<file path="config.mk">
export PLATFORM = sky130hd
export DESIGN_NAME = ram8_load_arbiter
export DESIGN_NICKNAME = d
export VERILOG_FILES = /design/src/rtl/ram8_load_arbiter_pkg.sv /design/src/rtl/ram8_load_arbiter_rr_pick8.sv /design/src/rtl/ram8_load_arbiter.sv
export SDC_FILE = /design/constraint.sdc
export NUM_CORES = 1
export LEC_CHECK = 0
export ABC_AREA = 1
export ABC_CLOCK_PERIOD_IN_PS = 3000
export BUFFER_PORTS_ARGS = -buffer_cell sky130_fd_sc_hd__buf_2
export CAP_MARGIN = 0
export CELL_PAD_IN_SITES_DETAIL_PLACEMENT = 0
export CELL_PAD_IN_SITES_GLOBAL_PLACEMENT = 1
export CORE_ASPECT_RATIO = 0.5
export CORE_MARGIN = 8
export CORE_UTILIZATION = 28
export DETAILED_ROUTE_END_ITERATION = 6
export HOLD_SLACK_MARGIN = 0.08
export MAX_ROUTING_LAYER = met4
export PLACE_DENSITY_LB_ADDON = 0.15
export SLEW_MARGIN = 20
export SYNTH_ARGS = -nofsm -noshare
export SYNTH_HDL_FRONTEND = slang
export SYNTH_SLANG_ARGS = --single-unit
</file>
<file path="constraint.sdc">
create_clock -name clk -period 3 [get_ports clk]
set_input_delay 0.15 -clock clk [delete_from_list [all_inputs] [get_ports clk]]
set_output_delay 0.15 -clock clk [all_outputs]
set_load 0.03 [all_outputs]
</file>
<file path="src/rtl/ram8_load_arbiter_pkg.sv">
// Shared types and constants for the RAM8 load arbiter.
// The optional burst mode is enabled by defining ARB_BURST_EN.
package ram8_load_arbiter_pkg;

    localparam int NUM_REQ = 8;
    localparam int SEL_W   = 3;

    typedef enum logic [1:0] {
        ST_IDLE  = 2'd0,
        ST_WRITE = 2'd1,
        ST_GAP   = 2'd2
    } arb_state_e;

    function automatic logic [NUM_REQ-1:0] onehot8(input logic [SEL_W-1:0] idx);
        return NUM_REQ'(1) << idx;
    endfunction

endpackage

</file>
<file path="src/rtl/ram8_load_arbiter_rr_pick8.sv">
// Combinational round-robin picker: first set request scanning ptr+1, ptr+2, ...
// modulo 8, so the previous winner has the lowest priority.
module rr_pick8
    import ram8_load_arbiter_pkg::*;
(
    input  logic [NUM_REQ-1:0] req,
    input  logic [SEL_W-1:0]   ptr,
    output logic               valid,
    output logic [SEL_W-1:0]   idx
);

    logic [SEL_W-1:0] pos;

    always_comb begin
        valid = |req;
        idx   = '0;
        pos   = '0;
        // Walk from the farthest candidate back to ptr+1 so the nearest one wins.
        for (int k = NUM_REQ; k >= 1; k--) begin
            pos = ptr + SEL_W'(k);
            if (req[pos]) begin
                idx = pos;
            end
        end
    end

endmodule

</file>
<file path="src/rtl/ram8_load_arbiter.sv">
// Round-robin arbiter driving one RAM8 bank (sel/load/out) on behalf of 8 writers.
// Define ARB_BURST_EN to let a winner keep the grant for up to MAX_BURST writes.
module ram8_load_arbiter
    import ram8_load_arbiter_pkg::*;
#(
    parameter int WIDTH     = 16,
    parameter int MAX_BURST = 4
) (
    input  logic                     clk,
    input  logic                     rst_n,
    input  logic [NUM_REQ-1:0]       req,
    input  logic [NUM_REQ-1:0]       burst,
    input  logic [NUM_REQ*WIDTH-1:0] wdata,
    output logic [NUM_REQ-1:0]       ack,
    output logic [SEL_W-1:0]         sel,
    output logic                     load,
    output logic [WIDTH-1:0]         out,
    output logic                     busy
);

    arb_state_e       state_q, state_d;
    logic [SEL_W-1:0] ptr_q, ptr_d;
    logic [SEL_W-1:0] sel_q, sel_d;
    logic [WIDTH-1:0] out_q, out_d;
    logic [WIDTH-1:0] word [NUM_REQ];
    logic             pick_valid;
    logic [SEL_W-1:0] pick_idx;
    logic             burst_more;

    genvar gi;
    generate
        for (gi = 0; gi < NUM_REQ; gi++) begin : g_word
            assign word[gi] = wdata[gi*WIDTH +: WIDTH];
        end
    endgenerate

    rr_pick8 u_pick (
        .req   (req),
        .ptr   (ptr_q),
        .valid (pick_valid),
        .idx   (pick_idx)
    );

`ifdef ARB_BURST_EN
    localparam int CNT_W = $clog2(MAX_BURST + 1);
    logic [CNT_W-1:0] count_q, count_d;

    assign burst_more = req[sel_q] && burst[sel_q] && (count_q < CNT_W'(MAX_BURST - 1));

    always_ff @(posedge clk or negedge rst_n) begin
        if (!rst_n) begin
            count_q <= '0;
        end else begin
            count_q <= count_d;
        end
    end
`else
    logic unused_burst;
    assign unused_burst = ^{burst, (MAX_BURST >= 1)};
    assign burst_more   = 1'b0;
`endif

    always_comb begin
        state_d = state_q;
        ptr_d   = ptr_q;
        sel_d   = sel_q;
        out_d   = out_q;
`ifdef ARB_BURST_EN
        count_d = count_q;
`endif
        unique case (state_q)
            ST_IDLE: begin
                if (pick_valid) begin
                    sel_d   = pick_idx;
                    out_d   = word[pick_idx];
                    state_d = ST_WRITE;
`ifdef ARB_BURST_EN
                    count_d = '0;
`endif
                end
            end
            ST_WRITE: begin
                ptr_d   = sel_q;
                state_d = ST_GAP;
            end
            ST_GAP: begin
                // A continuing burst refreshes only the word; sel and ptr already name the winner.
                if (burst_more) begin
                    out_d   = word[sel_q];
                    state_d = ST_WRITE;
`ifdef ARB_BURST_EN
                    count_d = count_q + 1'b1;
`endif
                end else begin
                    state_d = ST_IDLE;
`ifdef ARB_BURST_EN
                    count_d = '0;
`endif
                end
            end
            default: state_d = ST_IDLE;
        endcase
    end

    always_ff @(posedge clk or negedge rst_n) begin
        if (!rst_n) begin
            state_q <= ST_IDLE;
            ptr_q   <= 3'd7;
            sel_q   <= '0;
            out_q   <= '0;
        end else begin
            state_q <= state_d;
            ptr_q   <= ptr_d;
            sel_q   <= sel_d;
            out_q   <= out_d;
        end
    end

    // Strobes decode straight from the state register so an async reset kills them at once.
    assign load = (state_q == ST_WRITE);
    assign ack  = load ? onehot8(sel_q) : '0;
    assign busy = (state_q != ST_IDLE);
    assign sel  = sel_q;
    assign out  = out_q;

endmodule

</file>
==> results.py <==
metrics = {
    "global_route": {
        "overflow": 0,
        "grt_start_max_net_pins": 52,
        "grt_pass1_vias": 3760,
        "grt_usage": 0.1658,
        "grt_pass1_wl_um": 18710,
        "antenna_found_initial": 1,
    },
    "timing": {
        "hold_viol": 0,
        "final.setup_skew_ns": 0.004158,
        "slew_viol_final": 0,
        "tightest_slew_ns": 0.5371,
        "setup_viol": 0,
        "rsz0062_at_grt": "no",
        "period_share": 0.9102,
        "min_period_ns": 2.731,
        "fin_tns_setup_ns": 0,
        "fmax_mhz": 366.2,
        "maxSlewHeadroom": 0.6419,
    },
    "critical_path": {
        "crit_path_max_fanout": 17,
        "r2r_start": "ptr_q[0]",
        "crit_required_ns": 3.15,
        "critPathSlowestCell": "dfstp_2",
        "rr_endpoint": "out[13]",
        "worst_ep_arrival_time_ns": 2.88,
        "crit_path_cell_trace": "buf_4 > ha_1 > xnor2_1 > inv_1 > nand3_1 > nand2_1 > a21oi_2 > nand2_1 > nand2_1 > nand2_1 > nand2_1 > nand2_1 > nand2_2 > buf_12 > nand3_1 > nand3_1 > nand2_1 > nand2_1 > nand2_1",
        "path_class": "flip-flop to flip-flop",
        "cp-end-kind": "flip-flop",
        "r2r_setup_slack_ns": 0.27,
        "crit_top_cell": "nand2_1",
        "r2r_cells": 19,
        "slowest_delay_ns": 0.56,
        "cp-start-kind": "flip-flop",
    },
    "hold_path": {
        "hold_path.class": "input pin to flip-flop",
        "hp-start": "wdata[44]",
        "holdPathStages": 5,
        "holdPathEnd": "out[12]",
    },
    "clocking": {
        "cts.sinks": 24,
        "cts_made_buffers": 3,
        "cts_tree": "built",
        "cts_max_level": 1,
        "clock_latency_ns": 0.25,
        "cts_buffer_depth": 2,
        "clk_pin_slew_worst_paths_ns": 0.06,
        "cts_root_buf": "clkbuf_16",
    },
    "detailed_routing": {
        "via_per_inst": 4.732,
        "drt_wl_total_um": 12310,
        "drc": 0,
        "first_pass_iters": 4,
        "ant_nets": 0,
        "wl_per_cell_um": 15.25,
        "drt_iter0_markers": 183,
        "vias": 3819,
    },
    "outcome": {
        "status": "completed",
    },
    "synth": {
        "synth_cell_types": 27,
        "synth-seq-cells": 24,
        "ys_seq_area_frac": 0.2097,
        "synth.avg_cell_area_um2": 5.661,
        "synthCells": 509,
        "synth-warning-count": 0,
        "synth_nets": 657,
        "netlist_area_mm2": 0.002882,
    },
    "layout": {
        "final_nets": 815,
        "syn_to_final_growth_pct": 39.38,
        "fill_cells": 1153,
        "drive_gt1_frac": 0.3303,
    },
    "floorplanning": {
        "dieArea_mm2": 0.01399,
        "rows": 26,
        "die_w_um": 159.5,
        "start_util": 0.2848,
        "core_area_mm2": 0.01012,
        "die_h_um": 87.74,
        "ios": 175,
    },
    "place": {
        "gp_congestion": 0.8640,
        "io_buffers": 166,
        "dp_hpwl_um": 9800,
    },
    "job": {
        "cap_violations": 0,
    },
}
-- layout make-up --
type	count	area [um^2]	share of cell area
Antenna cell	1	2.502	0.0006231
Sequential cell	24	604.3	0.1505
Timing Repair Buffer	185	1061	0.2642
Multi-Input combinational cell	428	1986	0.4944
Inverter	25	98.84	0.02461
Tap cell	140	175.2	0.04361
Clock buffer	4	88.84	0.02212
-- timing repair --
item	in CTS	in global routing
endpoints found under the hold margin	21	0
gates resized for setup	0	4
setup buffers	0	0
setup endpoints to repair	0	16
hold buffers	1	0
-- critical path, delay by kind of cell (launching register included) --
kind	cells	cell delay [ns]
AOI/OAI and AO/OA	1	0.12
xor gates and xnor gates	1	0.16
adders and majority gates	1	0.16
buffers and inverters	3	0.43
DFF	1	0.56
and+or+nand+nor	13	1.18
-- cells in the mapped netlist, drive strengths merged --
library cell  instances  area share
dfrtp                21        0.18
xnor2                 2      0.0061
nor4                  1      0.0022
a21oi                 8       0.015
o21ai                 5      0.0087
ha                    2      0.0087
o211ai                2      0.0052
nand3               173        0.31
buf                  28       0.069
xor2                  1      0.0030
nor2                 16       0.021
nor3                  1      0.0017
nand2               216        0.30
or2                   1      0.0022
inv                  24       0.032
clkinv                1      0.0013
dfstp                 3       0.027
clkbuf                4      0.0065
-- worst max-delay path by stage --
stage                        start      end  slack [ns]  cells after the start
after floorplan           ptr_q[0]  out[12]        0.30                     22
after global placement    ptr_q[0]  out[11]        0.08                     22
after detailed placement  ptr_q[0]  out[11]        0.08                     21
after CTS                 ptr_q[0]  out[11]        0.07                     21
after global routing      ptr_q[0]  out[13]        0.01                     19
final                     ptr_q[0]  out[13]        0.27                     19
-- logic make-up (layout without fill, tap and decap cells) --
logic type / Yosys count / in the layout / share of synthesized area
xor gates and xnor gates: 3 / 3 / 0.009120
adders and majority gates: 2 / 2 / 0.008683
other: 0 / 1 / 0
buffers and inverters: 57 / 214 / 0.1094
AOI/OAI and AO/OA: 15 / 15 / 0.02909
and+or+nand+nor: 408 / 408 / 0.6340
DFF: 24 / 24 / 0.2097
-- state kept, by name (all words and copies together), names as in the netlist --
name / count
out: 16
ptr_q: 3
sel: 3
state_q: 2
-- layer usage --
metal / wire (um) / track usage / vias to the layer above
li1: - / - / 1988
met4: 55 / 0.01699 / 0
met3: 806 / 0.04034 / 4
met1: 5843 / 0.2123 / 1710
met5: 0 / - / -
met2: 5599 / 0.2704 / 117
-- metrics by stage --
step / setup WS, ns / cells / utilization / hold slack, ns / area [um^2]
6_report: 0.2694 / 807 / 0.3970 / 0.2401 / 4016
5_1_grt: 0.01214 / 807 / 0.3970 / 0.2545 / 4016
4_1_cts: 0.06594 / 804 / 0.3899 / 0.2455 / 3945
3_5_place_dp: 0.08149 / 799 / 0.3802 / 0.1566 / 3846
3_3_place_gp: 0.08109 / 799 / 0.3802 / 0.1614 / 3846
2_1_floorplan: 0.2997 / 509 / - / -0.1456 / 2882
-- placed cells by master (no fill, tap or decap), drive strengths merged, types with 2 or more instances in the layout --
cell type  count
nor2          16
nand3        173
ha             2
nand2        216
clkbuf         6
o21ai          5
xnor2          2
dfstp          3
dfrtp         21
inv           24
o211ai         2
a21oi          8
buf          182
Power is left out: the tool's default activity adds up to more than one toggle a clock period on the data nets, which glitch-free logic cannot reach.
